==> src/rtl/dp_ram_fifo_ctrl_if.sv <==
// Bundle between the FIFO controller, its producer/consumer and the dp_ram ports.
// The slave modport is the controller's view; master is the surrounding environment.
interface dp_ram_fifo_ctrl_if #(
  parameter int add_wd  = 4,
  parameter int data_wd = 32
);
  logic               push;
  logic [data_wd-1:0] push_data;
  logic               full;
  logic               pop;
  logic               empty;
  logic [data_wd-1:0] pop_data;
  logic               pop_valid;
  logic [add_wd:0]    count;
  logic               overflow;
  logic               underflow;
  logic               ram_cs;
  logic               ram_rd;
  logic               ram_wr;
  logic [add_wd-1:0]  ram_rd_add;
  logic [add_wd-1:0]  ram_wr_add;
  logic [data_wd-1:0] ram_wr_data;
  logic [data_wd-1:0] ram_rd_data;

  modport slave (
    input  push, push_data, pop, ram_rd_data,
    output full, empty, pop_data, pop_valid, count, overflow, underflow,
           ram_cs, ram_rd, ram_wr, ram_rd_add, ram_wr_add, ram_wr_data
  );

  modport master (
    output push, push_data, pop, ram_rd_data,
    input  full, empty, pop_data, pop_valid, count, overflow, underflow,
           ram_cs, ram_rd, ram_wr, ram_rd_add, ram_wr_add, ram_wr_data
  );
endinterface

==> src/rtl/dp_ram_fifo_ctrl.sv <==
// Synchronous FIFO controller driving a dp_ram on both ports; it absorbs the
// RAM's one-edge read latency and presents each popped word with a valid strobe.
module dp_ram_fifo_ctrl #(
  parameter int add_wd  = 4,
  parameter int data_wd = 32,
  parameter int depth   = 16
) (
  input logic               clk,
  input logic               rst,
  dp_ram_fifo_ctrl_if.slave bus
);
  localparam logic [add_wd:0]   depth_c    = (add_wd+1)'(depth);
  localparam logic [add_wd:0]   cnt_zero_c = {(add_wd+1){1'b0}};
  localparam logic [add_wd:0]   cnt_one_c  = {{add_wd{1'b0}}, 1'b1};
  localparam logic [add_wd-1:0] ptr_zero_c = {add_wd{1'b0}};
  localparam logic [add_wd-1:0] ptr_one_c  = {{(add_wd-1){1'b0}}, 1'b1};

  logic [add_wd-1:0]  wr_ptr_r;
  logic [add_wd-1:0]  rd_ptr_r;
  logic [add_wd:0]    count_r;
  logic               rd_pend_r;
  logic               pop_valid_r;
  logic [data_wd-1:0] pop_data_r;
  logic               overflow_r;
  logic               underflow_r;

  logic               full_s;
  logic               empty_s;
  logic               push_acc_s;
  logic               pop_acc_s;
  logic [add_wd:0]    count_nxt_s;

  // Acceptance decode from registered occupancy
  always_comb begin
    full_s     = (count_r == depth_c);
    empty_s    = (count_r == cnt_zero_c);
    push_acc_s = bus.push & ~full_s;
    pop_acc_s  = bus.pop & ~empty_s;
  end

  // Next occupancy; simultaneous accepted push and pop leave it unchanged
  always_comb begin
    count_nxt_s = count_r;
    case ({push_acc_s, pop_acc_s})
      2'b10:   count_nxt_s = count_r + cnt_one_c;
      2'b01:   count_nxt_s = count_r - cnt_one_c;
      default: count_nxt_s = count_r;
    endcase
  end

  // Pointers, occupancy and sticky error flags; depth is a power of two so pointers wrap naturally
  always_ff @(posedge clk or posedge rst) begin
    if (rst) begin
      wr_ptr_r    <= ptr_zero_c;
      rd_ptr_r    <= ptr_zero_c;
      count_r     <= cnt_zero_c;
      overflow_r  <= 1'b0;
      underflow_r <= 1'b0;
    end else begin
      if (push_acc_s) begin
        wr_ptr_r <= wr_ptr_r + ptr_one_c;
      end
      if (pop_acc_s) begin
        rd_ptr_r <= rd_ptr_r + ptr_one_c;
      end
      count_r <= count_nxt_s;
      if (bus.push && full_s) begin
        overflow_r <= 1'b1;
      end
      if (bus.pop && empty_s) begin
        underflow_r <= 1'b1;
      end
    end
  end

  // Read pipeline: the RAM answers one edge after the command, so capture then
  always_ff @(posedge clk or posedge rst) begin
    if (rst) begin
      rd_pend_r   <= 1'b0;
      pop_valid_r <= 1'b0;
      pop_data_r  <= {data_wd{1'b0}};
    end else begin
      rd_pend_r   <= pop_acc_s;
      pop_valid_r <= rd_pend_r;
      if (rd_pend_r) begin
        pop_data_r <= bus.ram_rd_data;
      end
    end
  end

  assign bus.full        = full_s;
  assign bus.empty       = empty_s;
  assign bus.count       = count_r;
  assign bus.pop_data    = pop_data_r;
  assign bus.pop_valid   = pop_valid_r;
  assign bus.overflow    = overflow_r;
  assign bus.underflow   = underflow_r;
  assign bus.ram_cs      = push_acc_s | pop_acc_s;
  assign bus.ram_wr      = push_acc_s;
  assign bus.ram_rd      = pop_acc_s;
  assign bus.ram_wr_add  = wr_ptr_r;
  assign bus.ram_rd_add  = rd_ptr_r;
  assign bus.ram_wr_data = bus.push_data;
endmodule
==> src/flat_wrapper.sv <==
// flat-port wrapper written by rule: the top's interface ports become plain ports
module dp_ram_fifo_ctrl_flat 
#(
  parameter int add_wd  = 4,
  parameter int data_wd = 32,
  parameter int depth   = 16
)
  (clk, rst, bus_push, bus_push_data, bus_pop, bus_ram_rd_data, bus_full, bus_empty, bus_pop_data, bus_pop_valid, bus_count, bus_overflow, bus_underflow, bus_ram_cs, bus_ram_rd, bus_ram_wr, bus_ram_rd_add, bus_ram_wr_add, bus_ram_wr_data);
  dp_ram_fifo_ctrl_if #(.add_wd(add_wd), .data_wd(data_wd)) bus_i ();
  input logic clk;
  input logic rst;
  input wire logic [$bits(bus_i.push)-1:0] bus_push;
  input wire logic [$bits(bus_i.push_data)-1:0] bus_push_data;
  input wire logic [$bits(bus_i.pop)-1:0] bus_pop;
  input wire logic [$bits(bus_i.ram_rd_data)-1:0] bus_ram_rd_data;
  output wire logic [$bits(bus_i.full)-1:0] bus_full;
  output wire logic [$bits(bus_i.empty)-1:0] bus_empty;
  output wire logic [$bits(bus_i.pop_data)-1:0] bus_pop_data;
  output wire logic [$bits(bus_i.pop_valid)-1:0] bus_pop_valid;
  output wire logic [$bits(bus_i.count)-1:0] bus_count;
  output wire logic [$bits(bus_i.overflow)-1:0] bus_overflow;
  output wire logic [$bits(bus_i.underflow)-1:0] bus_underflow;
  output wire logic [$bits(bus_i.ram_cs)-1:0] bus_ram_cs;
  output wire logic [$bits(bus_i.ram_rd)-1:0] bus_ram_rd;
  output wire logic [$bits(bus_i.ram_wr)-1:0] bus_ram_wr;
  output wire logic [$bits(bus_i.ram_rd_add)-1:0] bus_ram_rd_add;
  output wire logic [$bits(bus_i.ram_wr_add)-1:0] bus_ram_wr_add;
  output wire logic [$bits(bus_i.ram_wr_data)-1:0] bus_ram_wr_data;
  assign bus_i.push = bus_push;
  assign bus_i.push_data = bus_push_data;
  assign bus_i.pop = bus_pop;
  assign bus_i.ram_rd_data = bus_ram_rd_data;
  assign bus_full = bus_i.full;
  assign bus_empty = bus_i.empty;
  assign bus_pop_data = bus_i.pop_data;
  assign bus_pop_valid = bus_i.pop_valid;
  assign bus_count = bus_i.count;
  assign bus_overflow = bus_i.overflow;
  assign bus_underflow = bus_i.underflow;
  assign bus_ram_cs = bus_i.ram_cs;
  assign bus_ram_rd = bus_i.ram_rd;
  assign bus_ram_wr = bus_i.ram_wr;
  assign bus_ram_rd_add = bus_i.ram_rd_add;
  assign bus_ram_wr_add = bus_i.ram_wr_add;
  assign bus_ram_wr_data = bus_i.ram_wr_data;
  dp_ram_fifo_ctrl #(.add_wd(add_wd), .data_wd(data_wd), .depth(depth)) u_core (.clk(clk), .rst(rst), .bus(bus_i));
endmodule
==> config.mk <==
export PLATFORM = sky130hd
export DESIGN_NAME = dp_ram_fifo_ctrl_flat
export DESIGN_NICKNAME = d
export VERILOG_FILES = /design/src/rtl/dp_ram_fifo_ctrl_if.sv /design/src/rtl/dp_ram_fifo_ctrl.sv /design/src/flat_wrapper.sv
export SDC_FILE = /design/constraint.sdc
export NUM_CORES = 1
export LEC_CHECK = 0
export CAP_MARGIN = 20
export CORE_ASPECT_RATIO = 1.75
export CORE_MARGIN = 2
export CORE_UTILIZATION = 25
export DETAILED_ROUTE_END_ITERATION = 12
export GPL_ROUTABILITY_DRIVEN = 0
export HOLD_SLACK_MARGIN = 0.06
export PLACE_DENSITY = 0.64
export RECOVER_POWER = 100
export REMOVE_ABC_BUFFERS = 1
export SLEW_MARGIN = 15
export SYNTH_ARGS = -nofsm -noshare
export SYNTH_HDL_FRONTEND = slang
export SYNTH_SLANG_ARGS = --single-unit
==> constraint.sdc <==
create_clock -name clk -period 3.5 [get_ports clk]
set_input_delay 0.525 -clock clk [delete_from_list [all_inputs] [get_ports clk]]
set_output_delay 0.525 -clock clk [all_outputs]
set_load 0.01 [all_outputs]
### Yosys cells after proc, flatten, opt, wreduce, memory -nomap -nowiden

Cells that the tools add are included.

* bits in registers: 49
* input port bits: 68
* output and inout port bits: 85

* $add $sub $neg: 4
* equal/unequal tests: 3
* muxes and demuxes: 1
* bitwise operators: 5
* reductions and logical operators: 4

Operator list (count)
* $pmux 5 s2: 1
* $add 4x1->4 const B: 2
* $add 5x1->5 const B: 1
* $eq 5x5->1 const B: 1
* $logic_not 5->1: 1
* $sub 5x1->5 const B: 1
* $and 1x1->1: 2
* $eq 2x1->1 const B: 1
* $eq 2x2->1 const B: 1
* $logic_and 1x1->1: 2
* $not 1->1: 2
* $reduce_bool 2->1: 1
* $or 1x1->1: 1

### Longest topological paths before layout

* word-level depth: 5
* mapped depth: 13
* depth with buffers taken out: 11

### Worst setup path after synthesis

No wires, ideal clock.

* path type: flip-flop to flip-flop
* from: register u_core.count_r[0] (netlist: u_core.bus.count[0])
* to: register u_core.count_r[2] (netlist: u_core.bus.count[2])
* data arrival time: 2.328 ns
* required time: 3.377 ns
* setup slack: 1.050 ns
* cell stages (with the launch flop): 13
* clock period less this slack: 2.450 ns
* path through: dfrtp_1 nor4_4 and2_4 nand2b_4 inv_4 ha_1 buf_2 xor2_1 ha_1 a21oi_1 xnor2_1 nand2_1 xnor2_1

* cells in the longest elaborated chain, start to end: 5
* elaborated cells between the ends (all ways): 12
* those cells by class: add/sub (2); eq/ne (3); mux (1); bitwise (4); reduce/logical (2)

RTL lines
* start: declaration: RTL line dp_ram_fifo_ctrl.sv:20 `logic [add_wd:0] count_r;`
* start signal: assignment: RTL line dp_ram_fifo_ctrl.sv:56 `count_r <= cnt_zero_c;`
* start signal: assignment: RTL line dp_ram_fifo_ctrl.sv:66 `count_r <= count_nxt_s;`
* $logic_not 5->1 (*): RTL line dp_ram_fifo_ctrl.sv:36 `empty_s = (count_r == cnt_zero_c);`
* via bus_empty: RTL line flat_wrapper.sv:17 `output wire logic [$bits(bus_i.empty)-1:0] bus_empty;`
* $not 1->1 (*): RTL line dp_ram_fifo_ctrl.sv:38 `pop_acc_s = bus.pop & ~empty_s;`
* $and 1x1->1 (*): RTL line dp_ram_fifo_ctrl.sv:38
* via bus_ram_rd: RTL line flat_wrapper.sv:24 `output wire logic [$bits(bus_i.ram_rd)-1:0] bus_ram_rd;`
* $eq 2x1->1 / $eq 2x2->1 (equally long branches): RTL line dp_ram_fifo_ctrl.sv:44 `case ({push_acc_s, pop_acc_s})`
* $pmux 5 s2 / $reduce_bool 2->1 (equally long branches)

The timed path passes the listed nets; every way through them passes the cells marked *.
A chain may end at the register's enable or synchronous reset.

### Worst setup path in the final report

* from: register u_core.count_r[2] (netlist: u_core.bus.count[2])
* to: output port bus_ram_rd

* cells in the longest elaborated chain, start to end: 3

RTL lines (RTL line)
* $logic_not 5->1: dp_ram_fifo_ctrl.sv:36
* $not 1->1: dp_ram_fifo_ctrl.sv:38
* $and 1x1->1: dp_ram_fifo_ctrl.sv:38
* end: declaration: flat_wrapper.sv:24

No other way between the ends.

==> impl_metrics.yaml <==
die:
  die_area_mm2: 0.00997
  io_pins: 153
  die_h_um: 131
  die_x_um: 76.3
  start_util_pct: 25.5
  core_mm2: 0.00898
  num_rows: 46
clock_tree:
  cts_root_buf: "clkbuf_16"
  cts.sinks: 49
  cts_made_buffers: 5
  hold_buffers: 0
  clockBufferDepth: 2
  cts_resized: 0
  htreeDepth: 2
  path_clk_slew_ns: 0.06
  cts_tree: "done"
  cts_setup_buffers: 0
  clk_latency_ns: 0.28
sta:
  slew_viol_final: 84
  fmax_mhz: 344
  fin_crit_ns: 2.91
  finalHoldViolations: 0
  rsz0062_at_grt: "no"
  tns_ns: 0
  skew_ns: 0.00435
  setup_slack_ns: 0.590
  setup_viol: 0
  slew_headroom_pct: -40.7
  fin_crit_sh_pct: 83.1
  tightestPinTransition_ns: 2.10
route:
  post_drt_wl_per_cell_um: 15.6
  initialDrtViolationCount: 44
  first_pass_iters: 5
  ant_nets: 0
  routed_wl_um: 5470
  vias_per_cell: 4.25
  drc: 0
  vias: 1493
final_layout:
  nets: 305
  regArea_mm2: 0.00123
  num_antenna_cells: 0
  final_layout_size_suffix_gt1_share_pct: 9.96
  multiInputGateArea_um2: 732
  area_delta_synth_final_pct: 38.0
  fillCellCount: 919
power:
  p_switching_uw: 645
  irDropWorstVdd_mv: 0.253
  power.leakage_nw: 1.30
  comb_power_share_pct: 35.7
  clkPwrFrac_pct: 22.5
  power_density_mw_per_mm2: 665
  power_switching_share_pct: 30.7
  pwr-share-seq_pct: 41.8
  internal_power_mw: 1.45
run_status:
  status: "complete, but fails checks"
  violations: "capacitance limit, slew limit"
global_routing:
  grt_max_degree: 50
  antenna_found_initial: 0
  grt_pass1_vias: 1568
  grt.overflow.total: 0
  grt_pass1_wl_um: 8800
  grt_use_total_pct: 11.6
setup_path:
  cp_num_buf_inv: 2
  cp_top_family: "simple AND/OR/NAND/NOR gates"
  slowest_delay_ns: 0.61
  cp.required_ns: 2.97
  worst-endpoint-arrival_ns: 2.39
  cp_max_fo: 10
  rr_worst_depth: 11
  crit_cells: 5
  reg2reg_slack_ns: 0.71
  slowest_stage: "dlygate4sd3_1"
  worstSetupStartpointType: "flip-flop"
  crit_chain: "nor4_1 -> and2_0 -> nand2b_1 -> inv_4 -> dlygate4sd3_1"
  crit_type: "reg -> out"
  worst_setup_path_end_kind: "primary output"
flow_run:
  maxCapViolCount: 2
hold_path:
  hp-class: "reg -> reg"
  hold_depth: 1
logic_synthesis:
  ys_types: 29
  netlist_instances: 174
  synth_area_leaders: "dfrtp_1, buf_4, mux2_1"
  synth_area_mm2: 0.00229
  async_flop_share_pct: 100
  synth.most_common_cell: "dfrtp_1"
  synth.avg_cell_area_um2: 13.2
  ys_seq_elements: 49
  synth-main-ff-cell: "dfrtp_1"
  synth_top_area_cell: "dfrtp_1"
  netlist.area_leader.share_pct: 53.6
  seq_area_frac_synth_pct: 53.6
  synth_edf_count: 0
  synthTopCellsByCount: "dfrtp_1, buf_4, mux2_1"
  ys_warn_count: 0
placed_design:
  place_ws_ns: 0.686
  io_buffers: 88
  dp_hpwl_um: 4280
## layout make-up
class	instances	share of cell area [%]
flip-flops and latches	49	38.8
repair buffers	89	28.0
well taps	120	4.75
clock buffers	7	4.52
inverters	5	0.713
multi-input cells	81	23.2
## registers in the layout (all words and copies together) (netlist names)
register,cells
u_core.bus.ram_wr_add,4
u_core.bus.underflow,1
u_core.bus.pop_data,32
u_core.bus.overflow,1
u_core.bus.count,5
u_core.bus.ram_rd_add,4
u_core.rd_pend_r,1
u_core.bus.pop_valid,1
## power by group through the flow
stage	combinational (mW)	clock (mW)	sequential, mW
after global placement	0.831	0	0.908
after detailed placement	0.846	0	0.914
after global routing	0.825	0.516	0.914
final	0.750	0.472	0.878
after CTS	0.849	0.493	0.904
after floorplan	0.299	0	0.979
## layer usage
metal | up-vias | wire length [µm] | part of all wire [%] | GRT usage, %
met5 | - | 46 | 0.84 | 4.50
met4 | 2 | 90 | 1.6 | 4.17
met3 | 7 | 630 | 12 | 7.21
met2 | 107 | 2580 | 47 | 17.5
met1 | 713 | 2130 | 39 | 13.1
li1 | 664 | - | - | -
## cells in the final DEF, fill, tap and decap left out, types with 2 or more instances in the layout
cell	n
inv_1	3
clkbuf_16	5
dfrtp_1	49
clkdlybuf4s50_1	35
xnor2_1	8
clkbuf_1	2
o21ai_0	2
ha_1	6
mux2_1	21
nand4_1	2
xor2_1	4
and2_0	2
mux2_2	14
a21oi_1	5
dlygate4sd3_1	53
nand2_1	6
a21o_1	2
## through the flow
stage	power (mW)	instances	cell area (µm²)	hold WS, ns	utilization [%]
2_1_floorplan	1.28	135	2010	0.493	-
3_3_place_gp	1.74	344	3050	0.448	33.9
3_5_place_dp	1.76	344	3050	0.444	33.9
4_1_cts	2.25	351	3190	0.459	35.5
5_1_grt	2.25	351	3160	0.475	35.2
6_report	2.10	351	3160	0.448	35.2
## path summary, 6_finish.rpt
path / start / to
hold reg to reg: u_core.bus.overflow / u_core.bus.overflow
setup reg to reg: u_core.bus.count[2] / u_core.bus.count[2]
min in group asynchronous: rst / u_core.bus.ram_wr_add[2]
setup / recovery: u_core.bus.count[2] / bus_ram_rd
max in group asynchronous: rst / u_core.bus.pop_data[3]
hold / removal: u_core.bus.overflow / u_core.bus.overflow
## logic make-up (layout without fill, tap and decap cells)
group,Yosys count,in the layout,share of synthesized area (%)
AOI/OAI and AO/OA,12,12,3.23
xor gates and xnor gates,12,12,4.59
adders and majority gates,6,6,3.28
buffers and inverters,44,101,13.2
DFF,49,49,53.6
muxes,35,35,17.4
and+or+nand+nor,16,16,4.76
No activity file was read; power rests on OpenSTA's default activity.
==> edit 1 (same flow settings) <==
`add_wd` is set to 4 in 3 places; all go to 6.
--- a/src/rtl/dp_ram_fifo_ctrl_if.sv
+++ b/src/rtl/dp_ram_fifo_ctrl_if.sv
@@ -2,5 +2,5 @@
 // The slave modport is the controller's view; master is the surrounding environment.
 interface dp_ram_fifo_ctrl_if #(
-  parameter int add_wd  = 4,
+  parameter int add_wd  = 6,
   parameter int data_wd = 32
 );
--- a/src/rtl/dp_ram_fifo_ctrl.sv
+++ b/src/rtl/dp_ram_fifo_ctrl.sv
@@ -2,5 +2,5 @@
 // RAM's one-edge read latency and presents each popped word with a valid strobe.
 module dp_ram_fifo_ctrl #(
-  parameter int add_wd  = 4,
+  parameter int add_wd  = 6,
   parameter int data_wd = 32,
   parameter int depth   = 16
--- a/src/flat_wrapper.sv
+++ b/src/flat_wrapper.sv
@@ -2,5 +2,5 @@
 module dp_ram_fifo_ctrl_flat 
 #(
-  parameter int add_wd  = 4,
+  parameter int add_wd  = 6,
   parameter int data_wd = 32,
   parameter int depth   = 16
Interface: changed (resized bus_count, bus_ram_rd_add and bus_ram_wr_add); port bits go from 153 to 159. No check against the original RTL was run, so the function may have changed too.
==> edit 1 against the original RTL <==
- the run still ends with max-capacitance violations, max-slew violations left
- synthesized area grew 18%
- fmax shrank 5.6%
- sequential cell count grew 6
- setup slack lost 170 ps
- cell area grew 16%
- wire length grew 26%
- synthesized cell count grew 22%
- power grew 16%
- largest cell class unchanged
- highest routed layer is now met4
==> edit 1: results (changes against the original RTL) <==
status: finished, violations left (unchanged)
violated checks: max-capacitance violations, max-slew violations (unchanged)
met3 layer wire length in the routed design: 879 um (was 630 um)
delay of the slowest cell on the worst path: 590 ps (was 610 ps)
Area after DPL: 3550 um2 (was 3050 um2)
cells taking the most area after synthesis: sky130_fd_sc_hd__dfrtp_1 (51%), sky130_fd_sc_hd__mux2_2 (13%), sky130_fd_sc_hd__buf_4 (8.9%) (was sky130_fd_sc_hd__dfrtp_1 (54%), sky130_fd_sc_hd__buf_4 (10%), sky130_fd_sc_hd__mux2_1 (9.8%))
Register-to-Register Setup Slack: 590 ps (was 710 ps)
capture point of the critical path: bus_ram_cs (was bus_ram_rd)
Leak Pwr: 1.59 nW (was 1.30 nW)
highest metal layer with signal wires: met4 (was met5)
via count: 1833 (was 1493)
number of global-route vias before repair: 1916 (was 1568)
most frequent cells after synthesis: sky130_fd_sc_hd__dfrtp_1 (55), sky130_fd_sc_hd__buf_4 (32), sky130_fd_sc_hd__mux2_2 (32) (was sky130_fd_sc_hd__dfrtp_1 (49), sky130_fd_sc_hd__buf_4 (32), sky130_fd_sc_hd__mux2_1 (20))
arithmetic-cell share of the synthesized area counting full adders, half adders and majority gates: 4.92% (was 3.28%)
top cell family by delay on the critical path: buffers and inverters (was simple AND/OR/NAND/NOR gates)
area share of xor/xnor cells in the synthesized design: 4.22% (was 4.59%)
worst ir drop on vdd: 0.324 mV (was 0.253 mV)
Max-cap violations: 1 (was 2)
total iterations of the first detailed-routing run: 4 (was 5)
fin. max-slew vios: 34 (was 84)
ant diodes: 0 (unchanged)
Max-slew headroom: -23.2% (was -40.7%)
post-synthesis sequential area ratio: 51.0% (was 53.6%)
area fraction in compound gates after synthesis: 6.26% (was 3.23%)
count of routing violations after the opening detailed-route iteration: 34 (was 44)
GR Util All Layers: 12.0% (was 11.6%)
HPWL after detailed placement: 5330 um (was 4280 um)
CP Max Fanout: 6 (was 10)
met2 wire length: 3120 um (was 2580 um)
clk_lat worst skew: 290 ps
RR Endpoint: u_core.bus.count[6] (was u_core.bus.count[2])
fill cell instance count of the final layout: 1061 (was 919)
HP Start: u_core.bus.overflow (unchanged)
Met1 Wirelength: 2800 um (was 2130 um)
number of nets in the layout: 356 (was 305)
number of I/O port buffers: 94 (was 88)
proportion of layout cells with a drive suffix above 1: 15.4% (was 9.96%)
DR WL/cell: 16.9 um (was 15.6 um)
logic depth of the worst register-to-register path: 10 (was 11)
distinct cell type count of the synthesized netlist: 41 (was 29)
mux cell area share after synthesis: 14.8% (was 17.4%)
final clock skew: 8.89 ps (was 4.35 ps)
[edit 1: changes by cell type in the layout (fill, tap and decap cells not counted), moves of 3 or more]
cell | before | now
sky130_fd_sc_hd__inv_1 | 3 | 11
sky130_fd_sc_hd__mux2_1 | 21 | 4
sky130_fd_sc_hd__xor2_1 | 4 | 7
sky130_fd_sc_hd__dlygate4sd3_1 | 53 | 60
sky130_fd_sc_hd__nor3_1 | 1 | 4
sky130_fd_sc_hd__ha_1 | 6 | 9
sky130_fd_sc_hd__a21oi_1 | 5 | 2
sky130_fd_sc_hd__dfrtp_1 | 49 | 55
sky130_fd_sc_hd__mux2_2 | 14 | 31
[edit 1: area by class of cell]
cell class | count | share of cell area, %
timing repair buffer | 96 | 25.9
clock buffer | 7 | 3.89
clock inverter | 1 | 0.239
tap | 130 | 4.44
multi-input combinational | 109 | 26.9
sequential | 55 | 37.5
inverter | 11 | 1.13
[edit 1: through the flow]
step / utilization [%] / hold slack [ps] / std cells / worst slack (ps)
finish: 34.5 / 453 / 409 / 417
global route: 34.5 / 477 / 409 / 223
CTS: 34.8 / 463 / 409 / 577
detailed placement: 33.4 / 447 / 401 / 358
global placement: 33.4 / 446 / 401 / 488
floorplan: - / 493 / 175 / 802
[edit 1: cells by family after synthesis]
kind of cell | Yosys count
flops | 55
buf+inv | 48
compound gates | 21
simple gates | 30
mux | 35
xor+xnor | 13
fa+ha+maj | 10
[edit 1: report_power, final]
group	internal (mW)	switching [mW]
clock	0.287	0.218
combinational	0.518	0.420
sequential	0.813	0.173
total	1.62	0.811
[edit 1: metal layers]
layer / up-vias / GRT usage, %
met5: - / 1.90
met3: 10 / 6.49
met2: 119 / 17.6
li1: 834 / -
met4: 0 / 3.88
met1: 870 / 14.9
==> edit 2 (same flow settings) <==
Made on the original files. Reset style: synchronous (`rst`), changed in 2 clocked blocks.
--- a/src/rtl/dp_ram_fifo_ctrl.sv
+++ b/src/rtl/dp_ram_fifo_ctrl.sv
@@ -50,5 +50,5 @@
 
   // Pointers, occupancy and sticky error flags; depth is a power of two so pointers wrap naturally
-  always_ff @(posedge clk or posedge rst) begin
+  always_ff @(posedge clk) begin
     if (rst) begin
       wr_ptr_r    <= ptr_zero_c;
@@ -75,5 +75,5 @@
 
   // Read pipeline: the RAM answers one edge after the command, so capture then
-  always_ff @(posedge clk or posedge rst) begin
+  always_ff @(posedge clk) begin
     if (rst) begin
       rd_pend_r   <= 1'b0;
Check against the original RTL: differs if rst is asserted again (counterexample within 4 cycles, from zero or initial values and one cycle with rst high); with rst held inactive, the same outputs for 10 cycles.
==> edit 2 against the original RTL <==
- the flow still finishes with violations (max-capacitance violations, max-slew violations)
- sequential cell count is the same
- sequential share of layout area shrank 7.8 points
- setup slack lost 280 ps
- synthesized area grew 0.33%
- power grew 3.5%
- worst hold slack gained 23 ps
- via count grew 19%
- critical path type is now flip-flop to flip-flop
- clock skew is essentially flat
- clock power grew 3%
- wire length grew 12%
- fmax shrank 8.7%
- cell area grew 0.16%
- critical endpoint is now u_core.bus.count[4]
- global-route usage grew 1.2 points
==> edit 2: results (changes against the original RTL) <==
DR WL/cell: 14.9 um (was 15.6 um)
delay of the slowest cell on the worst path: 640 ps (was 610 ps)
top cell family by delay on the critical path: compound AO/OA/AOI/OAI gates (was simple AND/OR/NAND/NOR gates)
status: finished, violations left (unchanged)
logic depth of the worst register-to-register path: 10 (was 11)
number of setup buffers added after CTS: 0 (unchanged)
HPWL after detailed placement: 4860 um (was 4280 um)
post-synthesis sequential area ratio: 42.7% (was 53.6%)
GR Util All Layers: 12.8% (was 11.6%)
cell with the largest stage delay on the worst path: sky130_fd_sc_hd__or4_4 (was sky130_fd_sc_hd__dlygate4sd3_1)
number of flip-flops in the largest register: 32 (unchanged)
maximum clock path buffer count: 2 (unchanged)
via count: 1781 (was 1493)
wire length of the first global-routing pass: 9740 um (was 8800 um)
number of cells on the worst hold path: 2 (was 1)
Max-slew headroom: -21.2% (was -40.7%)
distinct cell type count of the synthesized netlist: 34 (was 29)
Post-synth ARST share: 0% (was 100%)
CP Max Fanout: 11 (was 10)
proportion of layout cells with a drive suffix above 1: 5.50% (was 9.96%)
classification of the worst-slack hold path: flip-flop to flip-flop (unchanged)
Synth warnings: 0 (unchanged)
Max-cap violations: 1 (was 2)
largest net degree at the start of global routing: 36 (was 50)
data arrival time of the critical path: 3370 ps (was 2390 ps)
fin. max-slew vios: 34 (was 84)
H-tree depth: 2 (unchanged)
ant diodes: 0 (unchanged)
Area after DPL: 3010 um2 (was 3050 um2)
total iterations of the first detailed-routing run: 4 (was 5)
worst ir drop on vdd: 0.324 mV (was 0.253 mV)
most frequent cell after synthesis: sky130_fd_sc_hd__nor2_1 (was sky130_fd_sc_hd__dfrtp_1)
violated checks: max-capacitance violations, max-slew violations (unchanged)
most frequent cells after synthesis: sky130_fd_sc_hd__nor2_1 (52), sky130_fd_sc_hd__dfxtp_1 (49), sky130_fd_sc_hd__mux2i_1 (35) (was sky130_fd_sc_hd__dfrtp_1 (49), sky130_fd_sc_hd__buf_4 (32), sky130_fd_sc_hd__mux2_1 (20))
cells taking the most area after synthesis: sky130_fd_sc_hd__dfxtp_1 (43%), sky130_fd_sc_hd__mux2i_1 (15%), sky130_fd_sc_hd__buf_4 (11%) (was sky130_fd_sc_hd__dfrtp_1 (54%), sky130_fd_sc_hd__buf_4 (10%), sky130_fd_sc_hd__mux2_1 (9.8%))
clk_lat worst skew: 290 ps
Leak Pwr: 1.33 nW (was 1.30 nW)
count of routing violations after the opening detailed-route iteration: 37 (was 44)
number of I/O port buffers: 88 (unchanged)
final clock skew: 4.23 ps (was 4.35 ps)
number of nets in the layout: 365 (was 305)
## edit 2: layer usage
metal  vias up  share of wire (%)  wire length [um]  track usage (%)
met1       804                 40              2460             14.1
met5         -               0.47                29             3.50
met4         2                1.4                87             4.17
met2       105                 44              2680             19.2
li1        862                  -                 -                -
met3         8                 14               857             9.27
## edit 2: final timing paths
check,start,to,slack (ps)
setup / recovery,u_core.bus.count[1],u_core.bus.count[4],310
hold / removal,u_core.bus.overflow,u_core.bus.overflow,470
setup reg to reg,u_core.bus.count[1],u_core.bus.count[4],310
hold reg to reg,u_core.bus.overflow,u_core.bus.overflow,470
## edit 2: cells by family (layout without fill, tap and decap cells)
logic type | after synthesis | in the layout | synth area share [%]
AOI/OAI and AO/OA | 19 | 19 | 6.54
xor gates and xnor gates | 9 | 9 | 3.43
muxes | 36 | 36 | 15.7
DFF | 49 | 49 | 42.7
adders and majority gates | 7 | 7 | 3.81
and+or+nand+nor | 68 | 68 | 12.9
buffers and inverters | 53 | 103 | 14.9
## edit 2: per-stage QoR
step | setup slack, ps | cells | hold WS, ps | total power, mW
6_report | 314 | 411 | 471 | 2.17
4_1_cts | 306 | 411 | 477 | 2.27
3_5_place_dp | 321 | 403 | 462 | 1.76
2_1_floorplan | 561 | 194 | 502 | 1.31
5_1_grt | 105 | 411 | 508 | 2.35
3_3_place_gp | 418 | 403 | 452 | 1.75
## edit 2: final cells by class
class	instances	area, um2
Multi-Input combinational cell	139	973
Clock buffer	6	139
Sequential cell	49	981
Tap cell	120	150
Fill cell	943	5820
Inverter	6	22.5
Timing Repair Buffer	89	883
Clock inverter	2	13.8
## edit 2: worst reg2reg max path: stages, from the launching register on
cell	delay [ps]
sky130_fd_sc_hd__dfxtp_1	410
sky130_fd_sc_hd__or4_4	640
sky130_fd_sc_hd__o21a_4	250
sky130_fd_sc_hd__inv_1	100
sky130_fd_sc_hd__ha_1	390
sky130_fd_sc_hd__xor2_1	180
sky130_fd_sc_hd__ha_1	230
sky130_fd_sc_hd__o21ai_0	100
sky130_fd_sc_hd__a31o_2	220
sky130_fd_sc_hd__a32oi_1	210
sky130_fd_sc_hd__mux2_2	350
## edit 2: where the power goes
group | switching, mW | total, mW | internal [mW]
logic | 0.398 | 0.865 | 0.467
registers | 0.144 | 0.819 | 0.675
clock network | 0.204 | 0.488 | 0.284
total | 0.746 | 2.17 | 1.43
